$ cat config.mk
export PLATFORM = sky130hd
export DESIGN_NAME = uart_tx_serializer
export DESIGN_NICKNAME = d
export VERILOG_FILES = /design/src/rtl/uart_tx_serializer.sv
export SDC_FILE = /design/constraint.sdc
export NUM_CORES = 1
export LEC_CHECK = 0
export CORE_MARGIN = 4
export CORE_UTILIZATION = 48
export DETAILED_ROUTE_END_ITERATION = 7
export GPL_TIMING_DRIVEN = 1
export PLACE_DENSITY_LB_ADDON = 0.1
export REMOVE_ABC_BUFFERS = 1
export SLEW_MARGIN = 5
export SYNTH_ARGS = -nofsm -noshare
export SYNTH_HDL_FRONTEND = slang
export SYNTH_SLANG_ARGS = --single-unit
$ cat constraint.sdc
create_clock -name clk -period 2.1 [get_ports clk]
set_input_delay 0.315 -clock clk [delete_from_list [all_inputs] [get_ports clk]]
set_output_delay 0.315 -clock clk [all_outputs]
set_load 0.005 [all_outputs]
$ cat src/rtl/uart_tx_serializer.sv
// uart_tx_serializer
//   UART transmit stage fed by a baud tick generator. Serialises words from a
//   valid/ready source into async frames on tx:
//     start bit (0), DATA_BITS data bits LSB first, optional parity, STOP_BITS stop bits (1).
//   A one-entry pending register holds the next word, so frames can run back
//   to back with no idle bit between them.
//
//   Optional feature: define UART_TX_PARITY_EN to insert one parity bit after
//   the data (even when PARITY_ODD=0, odd when PARITY_ODD=1). When the macro is
//   undefined there is no parity state and PARITY_ODD has no effect.
//
// Ports
//   clk        system clock (same domain as the baud generator)
//   rst        synchronous, active-high reset
//   baud_tick  one-clk pulse per bit period
//   tx_data    word to send, sampled on acceptance only
//   tx_valid   source has data
//   tx_ready   block can accept (transfer on tx_valid && tx_ready)
//   tx         serial line, idle high, registered
//   busy       frame in progress or word pending
//   tx_done    one-clk pulse when the final stop bit completes
module uart_tx_serializer #(
  parameter int DATA_BITS  = 8,
  parameter int STOP_BITS  = 1,
  parameter int PARITY_ODD = 0
) (
  input  logic                 clk,
  input  logic                 rst,
  input  logic                 baud_tick,
  input  logic [DATA_BITS-1:0] tx_data,
  input  logic                 tx_valid,
  output logic                 tx_ready,
  output logic                 tx,
  output logic                 busy,
  output logic                 tx_done
);
  localparam int CW = $clog2(DATA_BITS);

  // Reject configurations the frame logic is not built for.
  if (DATA_BITS < 5 || DATA_BITS > 8 || STOP_BITS < 1 || STOP_BITS > 2 ||
      PARITY_ODD < 0 || PARITY_ODD > 1) begin : g_bad_cfg
    $error("uart_tx_serializer: unsupported parameter set");
  end

  typedef enum logic [2:0] {
    S_IDLE,
    S_START,
    S_DATA,
`ifdef UART_TX_PARITY_EN
    S_PARITY,
`endif
    S_STOP
  } state_t;

  state_t               state, state_nxt;
  logic                 pending;
  logic [DATA_BITS-1:0] pend_data;
  logic [DATA_BITS-1:0] shreg;
  logic [DATA_BITS-1:0] load_src;
  logic [CW-1:0]        bit_cnt, cnt_nxt;
  logic                 stop_cnt, stop_nxt;
  logic                 last_stop;
  logic                 accept;
  logic                 load, load_direct, shift_en;
  logic                 tx_nxt, done_nxt;
`ifdef UART_TX_PARITY_EN
  logic                 par_bit;
`endif

  assign last_stop = (state == S_STOP) && (stop_cnt == 1'(STOP_BITS - 1));
  assign tx_ready  = !rst && !pending && ((state == S_IDLE) || last_stop);
  assign accept    = tx_valid && tx_ready;
  assign busy      = (state != S_IDLE) || pending;
  // A word accepted on the very tick that ends the last stop bit bypasses
  // the pending register and goes straight into the shifter.
  assign load_src  = load_direct ? tx_data : pend_data;

  always_ff @(posedge clk) begin
    if (rst) state <= S_IDLE;
    else     state <= state_nxt;
  end

  always_comb begin
    state_nxt   = state;
    tx_nxt      = tx;
    load        = 1'b0;
    load_direct = 1'b0;
    shift_en    = 1'b0;
    done_nxt    = 1'b0;
    cnt_nxt     = bit_cnt;
    stop_nxt    = stop_cnt;
    if (baud_tick) begin
      case (state)
        S_IDLE: begin
          if (pending) begin
            state_nxt = S_START;
            tx_nxt    = 1'b0;
            load      = 1'b1;
          end
        end
        S_START: begin
          state_nxt = S_DATA;
          tx_nxt    = shreg[0];
          cnt_nxt   = '0;
        end
        S_DATA: begin
          if (bit_cnt == CW'(DATA_BITS - 1)) begin
`ifdef UART_TX_PARITY_EN
            state_nxt = S_PARITY;
            tx_nxt    = par_bit;
`else
            state_nxt = S_STOP;
            tx_nxt    = 1'b1;
            stop_nxt  = 1'b0;
`endif
          end else begin
            // shreg[0] is on the line; shreg[1] is the next bit out
            cnt_nxt  = bit_cnt + CW'(1);
            tx_nxt   = shreg[1];
            shift_en = 1'b1;
          end
        end
`ifdef UART_TX_PARITY_EN
        S_PARITY: begin
          state_nxt = S_STOP;
          tx_nxt    = 1'b1;
          stop_nxt  = 1'b0;
        end
`endif
        S_STOP: begin
          if (last_stop) begin
            done_nxt = 1'b1;
            if (pending || accept) begin
              state_nxt   = S_START;
              tx_nxt      = 1'b0;
              load        = 1'b1;
              load_direct = !pending;
            end else begin
              state_nxt = S_IDLE;
              tx_nxt    = 1'b1;
            end
          end else begin
            stop_nxt = stop_cnt + 1'b1;
          end
        end
        default: state_nxt = S_IDLE;
      endcase
    end
  end

  always_ff @(posedge clk) begin
    if (rst) begin
      tx       <= 1'b1;
      tx_done  <= 1'b0;
      pending  <= 1'b0;
      bit_cnt  <= '0;
      stop_cnt <= 1'b0;
    end else begin
      tx       <= tx_nxt;
      tx_done  <= done_nxt;
      bit_cnt  <= cnt_nxt;
      stop_cnt <= stop_nxt;
      if (accept && !load_direct) pending <= 1'b1;
      else if (load)              pending <= 1'b0;
    end
  end

  // Data path needs no reset: contents are only used after a load.
  always_ff @(posedge clk) begin
    if (accept && !load_direct) pend_data <= tx_data;
    if (load)          shreg <= load_src;
    else if (shift_en) shreg <= shreg >> 1;
`ifdef UART_TX_PARITY_EN
    if (load) par_bit <= (^load_src) ^ 1'(PARITY_ODD);
`endif
  end

endmodule
* Word level (Yosys, flattened, before mapping)
Index checks and enable logic that the tools add are counted.
** Cells by class
- Bitwise gates (word level) :: 3
- Shift-type cells :: 0
- Mux-type cells :: 33
- $add $sub $neg :: 2
- Eq/ne operators :: 9
- Multipliers :: 0
- Reductions and logical operators :: 23
- Divide/modulo/power cells :: 0
- Order comparisons :: 0
** Operator list (number)
- two-way mux 8 bit :: 3
- two-way mux 1 bit :: 21
- two-way mux 3 bit :: 4
- one-hot mux 3 bit (4 select lines) :: 1
- AND reduction 4 bit :: 3
- inequality test 2 bit (second input constant) :: 5
- nonzero test 2 bit :: 4
- == test 3 x 2 -> 1 bit (second input constant) :: 2
- one-hot mux 3 bit (2 select lines) :: 1
- logical AND 1 bit :: 5
- one-hot mux 1 bit (2 select lines) :: 2
- one-hot mux 1 bit (4 select lines) :: 1
- nonzero test 4 bit :: 1
- adder 3 x 1 -> 3 bit (second input constant) :: 1
- == test 3 x 1 -> 1 bit (second input constant) :: 1
- == test 3 bit (second input constant) :: 1
- logical NOT 1 bit :: 3
- logical NOT 3 bit :: 1
- logical OR 1 bit :: 3
- inverter 1 bit :: 3
- AND reduction 3 bit :: 1
- nonzero test 3 bit :: 1
- OR reduction 3 bit :: 1
- adder 1 bit (second input constant) :: 1
** Word-level totals
- Output and inout port bits :: 4
- Logic and storage cells :: 78
- Memories :: 0
- Input bits :: 12
- Memory bits (writable) :: 0
- ROM bits :: 0
- Flip-flop bits (word level) :: 26
- Bits in latches :: 0

* Longest topological paths before layout
Gate-level depths: netlist of the first run.
- Depth after elaboration :: 13
- Gate-level depth with buffers :: 7
- Gate-level depth less buffers :: 6

* Worst setup path before layout of the first run
Ideal clock, no wire load.
- Path kind :: reg2reg
- Start :: register state[1]
- End :: register pend_data[0] (enable)
- Data required time :: 1.717 ns
- Library setup time :: 0.383 ns
- Period minus slack after synthesis :: 1.937 ns
- Cell stages (with the launch flop) :: 5
- Buffers on the path :: 0
- Arrival :: 1.554 ns
- Path slack :: 0.163 ns
- Path through :: dfxtp_1 > ha_1 > nor2b_1 > nor2_1 > nor3_1
** Between the ends
- Word-level cells in the longest chain between the ends :: 12
- Elaborated cells between the ends (all ways) :: 13
- Classes of those cells :: 1 x eq/ne; 4 x mux; 8 x reduce/logical
** RTL lines
- start: declaration :: line 55 : state_t state, state_nxt;
- start signal: assignment :: line 80 : else state <= state_nxt;
- == test 3 x 2 -> 1 bit :: line 70, 93
- logical AND 1 bit :: line 70 : assign last_stop = (state == S_STOP) && (stop_cnt == 1'(STOP_BITS - 1));
- logical OR 1 bit :: line 71 : assign tx_ready = !rst && !pending && ((state == S_IDLE) || last_stop);
- logical AND 1 bit :: line 71
- logical AND 1 bit :: line 72 : assign accept = tx_valid && tx_ready;
- logical OR 1 bit :: line 133 : if (pending || accept) begin
- two-way mux 1 bit :: line 133
- two-way mux 1 bit :: line 131 : if (last_stop) begin
- two-way mux 1 bit :: line 93 : case (state)
- two-way mux 1 bit :: line 92 : if (baud_tick) begin
- logical NOT 1 bit :: line 170 : if (accept && !load_direct) pend_data <= tx_data;
- logical AND 1 bit * :: line 170
- end signal: assignment :: line 170
- end: declaration :: line 57 : logic [DATA_BITS-1:0] pend_data;
Mark *: on every way between the ends. The rest lies on a longest branch, timed or not.
A chain may end at the register's enable or synchronous reset.

* Worst setup path after layout of the first run
- Start :: register state[0]
- End :: output busy
** Between the ends
- Word-level cells in the longest chain between the ends :: 2
** RTL lines
- nonzero test 3 bit :: line 73 : assign busy = (state != S_IDLE) || pending;
- logical OR 1 bit :: line 73
- end: declaration :: line 34 : output logic busy,
Every way passes these cells.

==> impl_results.md, run 1 <==
* Outcome: completed
* I/O pin count at 16
* Place WS at -0.03935 ns
* Clock latency on the worst-skew pair at approximately 0.32 ns
* Post-synth top area share at 0.3825
* GRT overflow at 0
* CP Data Required Time at ~1.8 ns
* Pins Over Slew Limit at 0
* Antenna cells at 0
* Die Footprint at 3499 um2
* Max VDD drop at ~0.00054 V
* Setup TNS Final at 0 ns
* Placer Congestion at 0.7852
* CTS tree: yes
* Pwr dens at between 600 and 700 nW/um2
* Via count at slightly below 900
* MaxCap Viol Count at 0
* Nets at roughly 150
* Final setup viols at 0
* Vias in the first global route at between 800 and 900
* Most frequent cells in the layout: 16 x edfxtp_1, 14 x nand2_1, 14 x clkdlybuf4s50_1
* Post-CTS Repair Setup Buffers at 0
* Register bit total from synthesis at 25
* Synth area leaders: edfxtp_1 38%, dfxtp_1 14%, mux2i_1 7.2%, ha_1 6.0%, nand2_1 4.2%
* Fmax at roughly 500 MHz
* Worst Hold Class: reg -> reg
* Resized cells post-CTS at 6
* First-pass GRT wire length at roughly 3800 um
* Mapped Area at 1256 um2
* Initial antenna violation count at 0
* Hold violation count in the final report at 0
* R2R Path Start: state[1]$_SDFFE_PP0P_
* Via density at ~5.4
* Crit path kind: reg -> out
* Final setup margin at ~0.086 ns
* Commonest non-fill, non-tap cell in the layout: edfxtp_1
* Post-DR wirelength/cell at around 14 um
* Residual DRC count at 0
* Crit path max fanout at 6
* Design area at 1521 um2
* Initial Util at 0.5071
* Area of the core at ~2500 um2
* Clock root buffer: clkbuf_4
* Share of cells above drive strength 1 at 0.1418
* GRT Util Overall at 0.1419
* Final Routed Wirelength at around 2300 um
* Syn-to-layout area delta at 21.12%
* Critical Path Sink Type: primary output
* Mean Syn Cell Area at roughly 11 um2
* CP Launch Type: flip-flop
* # hold bufs at CTS at 0
* Ys flop type: edfxtp_1
* Sequential fraction of the synthesis area at 0.5259
* PortBufs at 15
* Cell Rows at 18
* RSZ-0062 raised after global routing: false
* Die height at around 59 um
* Synth async-reset ratio at 0
* Hold path start: bit_cnt[1]$_SDFFE_PP0P_
* Cell count after synthesis at 114
* Clock buffer count from CTS at 3
* 1st-pass router iterations at 4
* Final Util at 0.6141
* CTS clk-pin slew, worst paths at between 0.1 and 0.15 ns
* Leading area contributor after synthesis: edfxtp_1
* Final worst path period share at 0.9591
* Synth cell types at 34
* DP Area at 1473 um2
* Critical Path Source: state[0]$_SDFFE_PP0P_
* Final Critical Period at just over 2 ns
* CP arrival at between 1.5 and 2 ns
* Clock Skews at between 0.003 and 0.004 ns
* Antenna Nets Post-Route at 0
* Tot Pwr at approximately 980 uW
* Count of warnings emitted by yosys at 0
* Leak at around 0.63 nW
* Largest net degree at the start of global routing at 16
* DP HPWL at approximately 1700 um
* CTS H-tree lvls at 1
* Max clock buf depth at 2
* Slew headroom at 0.6837
* Clock net sink count at 25
* Chip width at about 60 um
* Worst-Margin Slew at around 0.47 ns
* Number of synthesized flops with an enable pin at 16
* Iteration-0 DRC Markers at 18
[sequential cells by signal (all words and copies together) (netlist names)]
register,count
bit_cnt,3
pend_data,8
pending,1
shreg,8
state,2
stop_cnt,1
tx,1
tx_done,1
[power by group]
part / leakage (nW) / internal [mW] / switching [mW]
logic: 0.398 / 0.0947 / 0.0859
clock network: 0.0139 / 0.0727 / 0.151
registers: 0.221 / 0.557 / 0.0190
[per-layer routing]
| layer | share of wire | up-vias | global-route usage |
|---|---|---|---|
| li1 | - | 455 | - |
| met1 | 0.49 | 415 | 0.1942 |
| met2 | 0.47 | 15 | 0.2334 |
| met3 | 0.039 | 2 | 0.02614 |
| met4 | 0.0048 | 0 | 0.03236 |
| met5 | 0 | - | 0 |
[critical path, stage by stage, from the launching register on]
cell	delay, ns
dfxtp_4	0.40
inv_1	0.07
ha_1	0.26
nand2b_1	0.14
clkdlybuf4s50_1	0.51
[worst paths after layout]
check	slack, ns	endpoint	cells after the start
setup / recovery	0.09	busy	4
hold / removal	0.47	bit_cnt[1]$_SDFFE_PP0P_	2
setup reg to reg	0.26	shreg[3]$_DFFE_PP_	5
hold reg to reg	0.47	bit_cnt[1]$_SDFFE_PP0P_	2
[stage by stage]
step                hold slack, ns  cells
global route                0.4897    164
detailed placement          0.4555    160
global placement            0.4455    160
finish                      0.4732    164
CTS                         0.4751    164
floorplan                   0.3841    108
[cell type report]
type | instances | area, um2
repair buffers | 22 | 214.0
fillers | 221 | 955.9
inverters | 2 | 7.507
clock inverters | 1 | 7.507
multi-input cells | 81 | 564.3
clock buffers | 3 | 22.52
well taps | 30 | 37.54
flip-flops and latches | 25 | 668.1
[cells in the mapped netlist (all sizes together), types with 2 or more instances]
cell type  number
edfxtp         16
nand2          14
o21ai          11
dfxtp           9
mux2i           9
ha              6
nand2b          6
a21oi           5
nor2            5
nor2b           5
buf             4
a211oi          2
clkbuf          2
inv             2
nand4           2
nor3            2
[logic make-up after synthesis]
| family | after synthesis | share of synthesized area |
|---|---|---|
| buffers and inverters | 8 | 0.03487 |
| and+or+nand+nor | 39 | 0.1683 |
| adders and majority gates | 6 | 0.05976 |
| DFF | 25 | 0.5259 |
| muxes | 10 | 0.08068 |
| AOI/OAI and AO/OA | 26 | 0.1305 |
Power figures use the tool's default switching activity.
==> run 2, diff against run 1 <==
--- a/config.mk
+++ b/config.mk
@@ -7,8 +7,10 @@
 export LEC_CHECK = 0
 export CORE_MARGIN = 4
 export CORE_UTILIZATION = 48
+export CTS_CLUSTER_DIAMETER = 200
 export DETAILED_ROUTE_END_ITERATION = 7
 export GPL_TIMING_DRIVEN = 1
+export MAX_ROUTING_LAYER = met4
 export PLACE_DENSITY_LB_ADDON = 0.1
 export REMOVE_ABC_BUFFERS = 1
 export SLEW_MARGIN = 5
==> impl_results.md, run 2 (synthesis results as in run 1) <==
* Commonest non-fill, non-tap cell in the layout: edfxtp_1
* M3 GR Usage at 0.02614
* Clock root buffer: clkbuf_4
* Hold violation count in the final report at 0
* Max clock buf depth at 2
* Busiest grt layer: met2
* Initial antenna violation count at 0
* CTS H-tree lvls at 1
* Leading registers by flop count: pend_data (8), shreg (8), bit_cnt (3)
* FF-to-FF path depth at 5
* Area of the core at about 2500 um2
* Fmax at 496.4 MHz
* Crit path to: busy
* MaxCap Viol Count at 0
* CP Launch Type: flip-flop
* Crit path max fanout at 6
* Setup TNS Final at 0 ns
* Antenna Nets Post-Route at 0
* Final worst path period share at 0.9593
* Outcome: completed
* Chip width at just under 60 um
* Largest net degree at the start of global routing at 16
* Final setup margin at about 0.085 ns
* Most frequent cells in the layout: 16 x edfxtp_1, 14 x nand2_1, 14 x clkdlybuf4s50_1
* Post-CTS Repair Setup Buffers at 0
* Via density at 5.409
* Critical Path Sink Type: primary output
* Clock net sink count at 25
* CTS tree: yes
* CTS clk-pin slew, worst paths at between 0.1 and 0.15 ns
* Fillers at approximately 220
* Flop2flop setup slack at about 0.27 ns
* PortBufs at 15
* Tot Pwr at 981.5 uW
* CP arrival at between 1.5 and 2 ns
* Critical Path Source: state[0]$_SDFFE_PP0P_
* Syn-to-layout area delta at 21.12%
* Met2 usage at 0.2334
* CP Data Required Time at about 1.8 ns
* Pins Over Slew Limit at 0
* # hold bufs at CTS at 0
* Final Routed Wirelength at between 2000 and 2500 um
* Placer Congestion at around 0.8
* Crit path kind: reg -> out
* R2R Path Start: state[1]$_SDFFE_PP0P_
* RSZ-0062 raised after global routing: false
* Via count at between 800 and 900
* Iteration-0 DRC Markers at 19
* Post-DR wirelength/cell at ~14 um
* Die Footprint at between 3000 and 4000 um2
* Worst R2R End: shreg[3]$_DFFE_PP_
* Final setup viols at 0
* GRT overflow at 0
* Clock buffer count from CTS at 3
* Slew headroom at 0.6829
* DP HPWL at between 1500 and 2000 um
* Antenna cells at 0
* Share of cells above drive strength 1 at 0.1418
* GRT Util Overall at 0.1461
* Worst Hold Class: reg -> reg
* I/O pin count at 16
* Pwr dens at 645.1 nW/um2
* Clock latency on the worst-skew pair at 0.32 ns
* Non-Filler Instances at 164
* First-pass GRT wire length at 3795 um
* Residual DRC count at 0
* Die height at just under 60 um
* Leak at ~0.63 nW
* Initial Util at 0.5071
* Vias in the first global route at between 800 and 900
* Max VDD drop at between 0.0005 and 0.0006 V
* GR Util met1 at 0.1942
* Nets at between 150 and 200
* Clock Skews at between 0.001 and 0.0015 ns
* Final Util at 0.6141
* Cell Rows at 18
* Final Critical Period at slightly above 2 ns
* Place WS at -0.03935 ns
* 1st-pass router iterations at 4
* Worst-Margin Slew at ~0.48 ns
* DP Cell Count at between 150 and 200
-- run 2: cell counts in the layout (fill, tap and decap cells not counted) --
Identical to the previous run, type by type.
-- run 2: metrics by stage --
step / instance area, um2 / hold WS [ns]
floorplan: 1220 / 0.3841
global placement: 1473 / 0.4455
detailed placement: 1473 / 0.4555
CTS: 1519 / 0.4751
global route: 1521 / 0.4897
finish: 1521 / 0.4732
-- run 2: how the worst min path moves through the flow --
| stage | from | depth (start not counted) | slack [ns] | to |
|---|---|---|---|---|
| finish | bit_cnt[1]$_SDFFE_PP0P_ | 2 | 0.47 | bit_cnt[1]$_SDFFE_PP0P_ |
| global route | bit_cnt[1]$_SDFFE_PP0P_ | 2 | 0.49 | bit_cnt[1]$_SDFFE_PP0P_ |
| global placement | bit_cnt[2]$_SDFFE_PP0P_ | 2 | 0.45 | bit_cnt[2]$_SDFFE_PP0P_ |
| detailed placement | bit_cnt[1]$_SDFFE_PP0P_ | 2 | 0.46 | bit_cnt[1]$_SDFFE_PP0P_ |
| CTS | bit_cnt[1]$_SDFFE_PP0P_ | 2 | 0.48 | bit_cnt[1]$_SDFFE_PP0P_ |
| floorplan | rst | 1 | 0.38 | bit_cnt[1]$_SDFFE_PP0P_ |
-- run 2: critical path, cell delays in order, from the launching register on --
cell,delay (ns)
dfxtp_4,0.40
inv_1,0.07
ha_1,0.26
nand2b_1,0.14
clkdlybuf4s50_1,0.51
-- run 2: layout make-up --
cell class / instances / area, um2 / area share
clock buffer: 3 / 22.52 / 0.01480
inverter: 2 / 7.507 / 0.004934
timing repair buffer: 22 / 214.0 / 0.1406
multi-input combinational: 81 / 564.3 / 0.3709
sequential: 25 / 668.1 / 0.4391
tap: 30 / 37.54 / 0.02467
clock inverter: 1 / 7.507 / 0.004934
-- run 2: layer usage --
layer	vias to the layer above	share of wire
met1	414	0.48
met4	0	0.0048
met2	16	0.47
met3	2	0.040
met5	-	0
li1	455	-
-- run 2: power by group --
group	internal [mW]	total [mW]	switching, mW
Sequential	0.557	0.576	0.0190
Clock	0.0727	0.225	0.153
Combinational	0.0947	0.180	0.0857
-- run 2: what timing repair did --
item                       in CTS  in global routing
hold endpoints to repair        0                  0
setup endpoints to repair       1                  1
pin swaps                       0                  0
cloned                          0                  0
gates resized for setup         6                  1
==> run 3, diff against run 2 <==
--- a/config.mk
+++ b/config.mk
@@ -6,8 +6,9 @@
 export NUM_CORES = 1
 export LEC_CHECK = 0
 export CORE_MARGIN = 4
-export CORE_UTILIZATION = 48
+export CORE_UTILIZATION = 47
 export CTS_CLUSTER_DIAMETER = 200
+export CTS_CLUSTER_SIZE = 12
 export DETAILED_ROUTE_END_ITERATION = 7
 export GPL_TIMING_DRIVEN = 1
 export MAX_ROUTING_LAYER = met4
==> impl_results.md, run 3 (synthesis results as in run 1) <==
* Commonest non-fill, non-tap cell in the layout: edfxtp_1
* Fmax at 517.8 MHz
* 1st-pass router iterations at 4
* Clock net sink count at 25
* Largest net degree at the start of global routing at 16
* Critical Path Sink Type: primary output
* Vias in the first global route at ~940
* First-pass GRT wire length at 4112 um
* Register share of total power at 0.592
* Final setup viols at 0
* Clock latency on the worst-skew pair at 0.31 ns
* Leading registers by flop count: pend_data (8), shreg (8), bit_cnt (3)
* Via density at between 5 and 6
* Place WS at -0.01841 ns
* R2R Path Start: state[1]$_SDFFE_PP0P_
* Sw frac at 0.2597
* Resized cells post-CTS at 7
* Final worst path period share at 0.9196
* Final Routed Wirelength at ~2300 um
* Clock power frac at 0.228
* Pins Over Slew Limit at 0
* Crit path to: busy
* Iteration-0 DRC Markers at 14
* Final Critical Period at around 1.9 ns
* Final setup margin at ~0.17 ns
* Pwr dens at 643.7 nW/um2
* MaxCap Viol Count at 0
* Clock root buffer: clkbuf_4
* Share of cells above drive strength 1 at 0.1493
* DP HPWL at around 1700 um
* Flop2flop setup slack at just over 0.3 ns
* Logic pwr share at 0.180
* CP arrival at 1.62 ns
* Leak at roughly 0.63 nW
* GRT overflow at 0
* CTS tree: yes
* Die height at between 50 and 60 um
* PortBufs at 15
* Chip width at 59.70 um
* Post-DR wirelength/cell at 13.80 um
* Die Footprint at between 3000 and 4000 um2
* Nets at around 150
* Critical Path Source: state[0]$_SDFFE_PP0P_
* Hold violation count in the final report at 0
* # hold bufs at CTS at 0
* Crit path kind: reg -> out
* Area of the core at 2522 um2
* Residual DRC count at 0
* Most frequent cells in the layout: 16 x edfxtp_1, 14 x nand2_1, 14 x clkdlybuf4s50_1
* Fillers at ~240
* CTS clk-pin slew, worst paths at approximately 0.14 ns
* Clock buffer count from CTS at 3
* Syn-to-layout area delta at 20.32%
* CTS H-tree lvls at 1
* Outcome: completed
* Initial antenna violation count at 0
* I/O pin count at 16
* Max clock buf depth at 2
* CP Launch Type: flip-flop
* Initial Util at 0.4980
* Antenna cells at 0
* Antenna Nets Post-Route at 0
* Max VDD drop at ~0.00046 V
* Switching pwr at roughly 250 uW
* FF-to-FF path depth at 5
* Post-CTS Repair Setup Buffers at 0
* Placer Congestion at roughly 0.77
* RSZ-0062 raised after global routing: false
* Worst-Margin Slew at 0.4769 ns
* GRT Util Overall at 0.1556
* Clock Skews at about 0.0047 ns
* CP Data Required Time at 1.78 ns
* Slew headroom at 0.6821
* Crit path max fanout at 6
* Worst R2R End: shreg[1]$_DFFE_PP_
* Worst Hold Class: reg -> reg
* Cell Rows at 18
* Via count at between 800 and 900
* Internal power at approximately 720 uW
* Tot Pwr at 973.0 uW
* Hold Path Depth at 2
-- run 3: per-stage QoR --
stage / TNS (ns) / instance area, um2 / hold WS [ns] / std cells / util
2_1_floorplan: 0 / 1220 / 0.3841 / 108 / -
4_1_cts: 0 / 1509 / 0.4827 / 164 / 0.5982
5_1_grt: 0 / 1511 / 0.5073 / 164 / 0.5992
3_5_place_dp: -0.06314 / 1460 / 0.4627 / 160 / 0.5789
6_report: 0 / 1511 / 0.4830 / 164 / 0.5992
3_3_place_gp: 0 / 1460 / 0.4425 / 160 / 0.5789
-- run 3: power by group through the flow --
stage          registers (mW)  logic (mW)  clock network (mW)
2_1_floorplan           0.581      0.0968                   0
3_3_place_gp            0.583       0.176                   0
3_5_place_dp            0.586       0.177                   0
4_1_cts                 0.577       0.177               0.230
5_1_grt                 0.581       0.200               0.254
6_report                0.576       0.175               0.221
-- run 3: metal layers --
layer | GRT usage | up-vias | share of wire | wire, um
li1 | - | 453 | - | -
met3 | 0.02160 | 2 | 0.025 | 57
met5 | - | - | 0 | 0
met4 | 0.06329 | 0 | 0.0084 | 19
met1 | 0.2101 | 407 | 0.50 | 1143
met2 | 0.2346 | 10 | 0.46 | 1044
-- run 3: worst max-delay path, cell delays in order, from the launching register on --
cell,delay (ns)
dfxtp_4,0.40
inv_1,0.07
ha_2,0.21
nand2b_1,0.11
clkdlybuf4s50_1,0.51
-- run 3: worst min-delay path by stage --
stage / end / from
after global routing: bit_cnt[1]$_SDFFE_PP0P_ / bit_cnt[1]$_SDFFE_PP0P_
after detailed placement: bit_cnt[1]$_SDFFE_PP0P_ / bit_cnt[1]$_SDFFE_PP0P_
after floorplan: bit_cnt[1]$_SDFFE_PP0P_ / rst
after global placement: bit_cnt[1]$_SDFFE_PP0P_ / bit_cnt[1]$_SDFFE_PP0P_
after CTS: bit_cnt[1]$_SDFFE_PP0P_ / bit_cnt[1]$_SDFFE_PP0P_
final: bit_cnt[1]$_SDFFE_PP0P_ / bit_cnt[1]$_SDFFE_PP0P_
-- run 3: final cells by class --
cell class                      instances  area (um2)  share of cell area
Timing Repair Buffer                   22       201.4              0.1333
Clock inverter                          1       7.507            0.004967
Multi-Input combinational cell         81       566.8              0.3750
Tap cell                               30       37.54             0.02483
Sequential cell                        25       668.1              0.4421
Clock buffer                            3       22.52             0.01490
Inverter                                2       7.507            0.004967
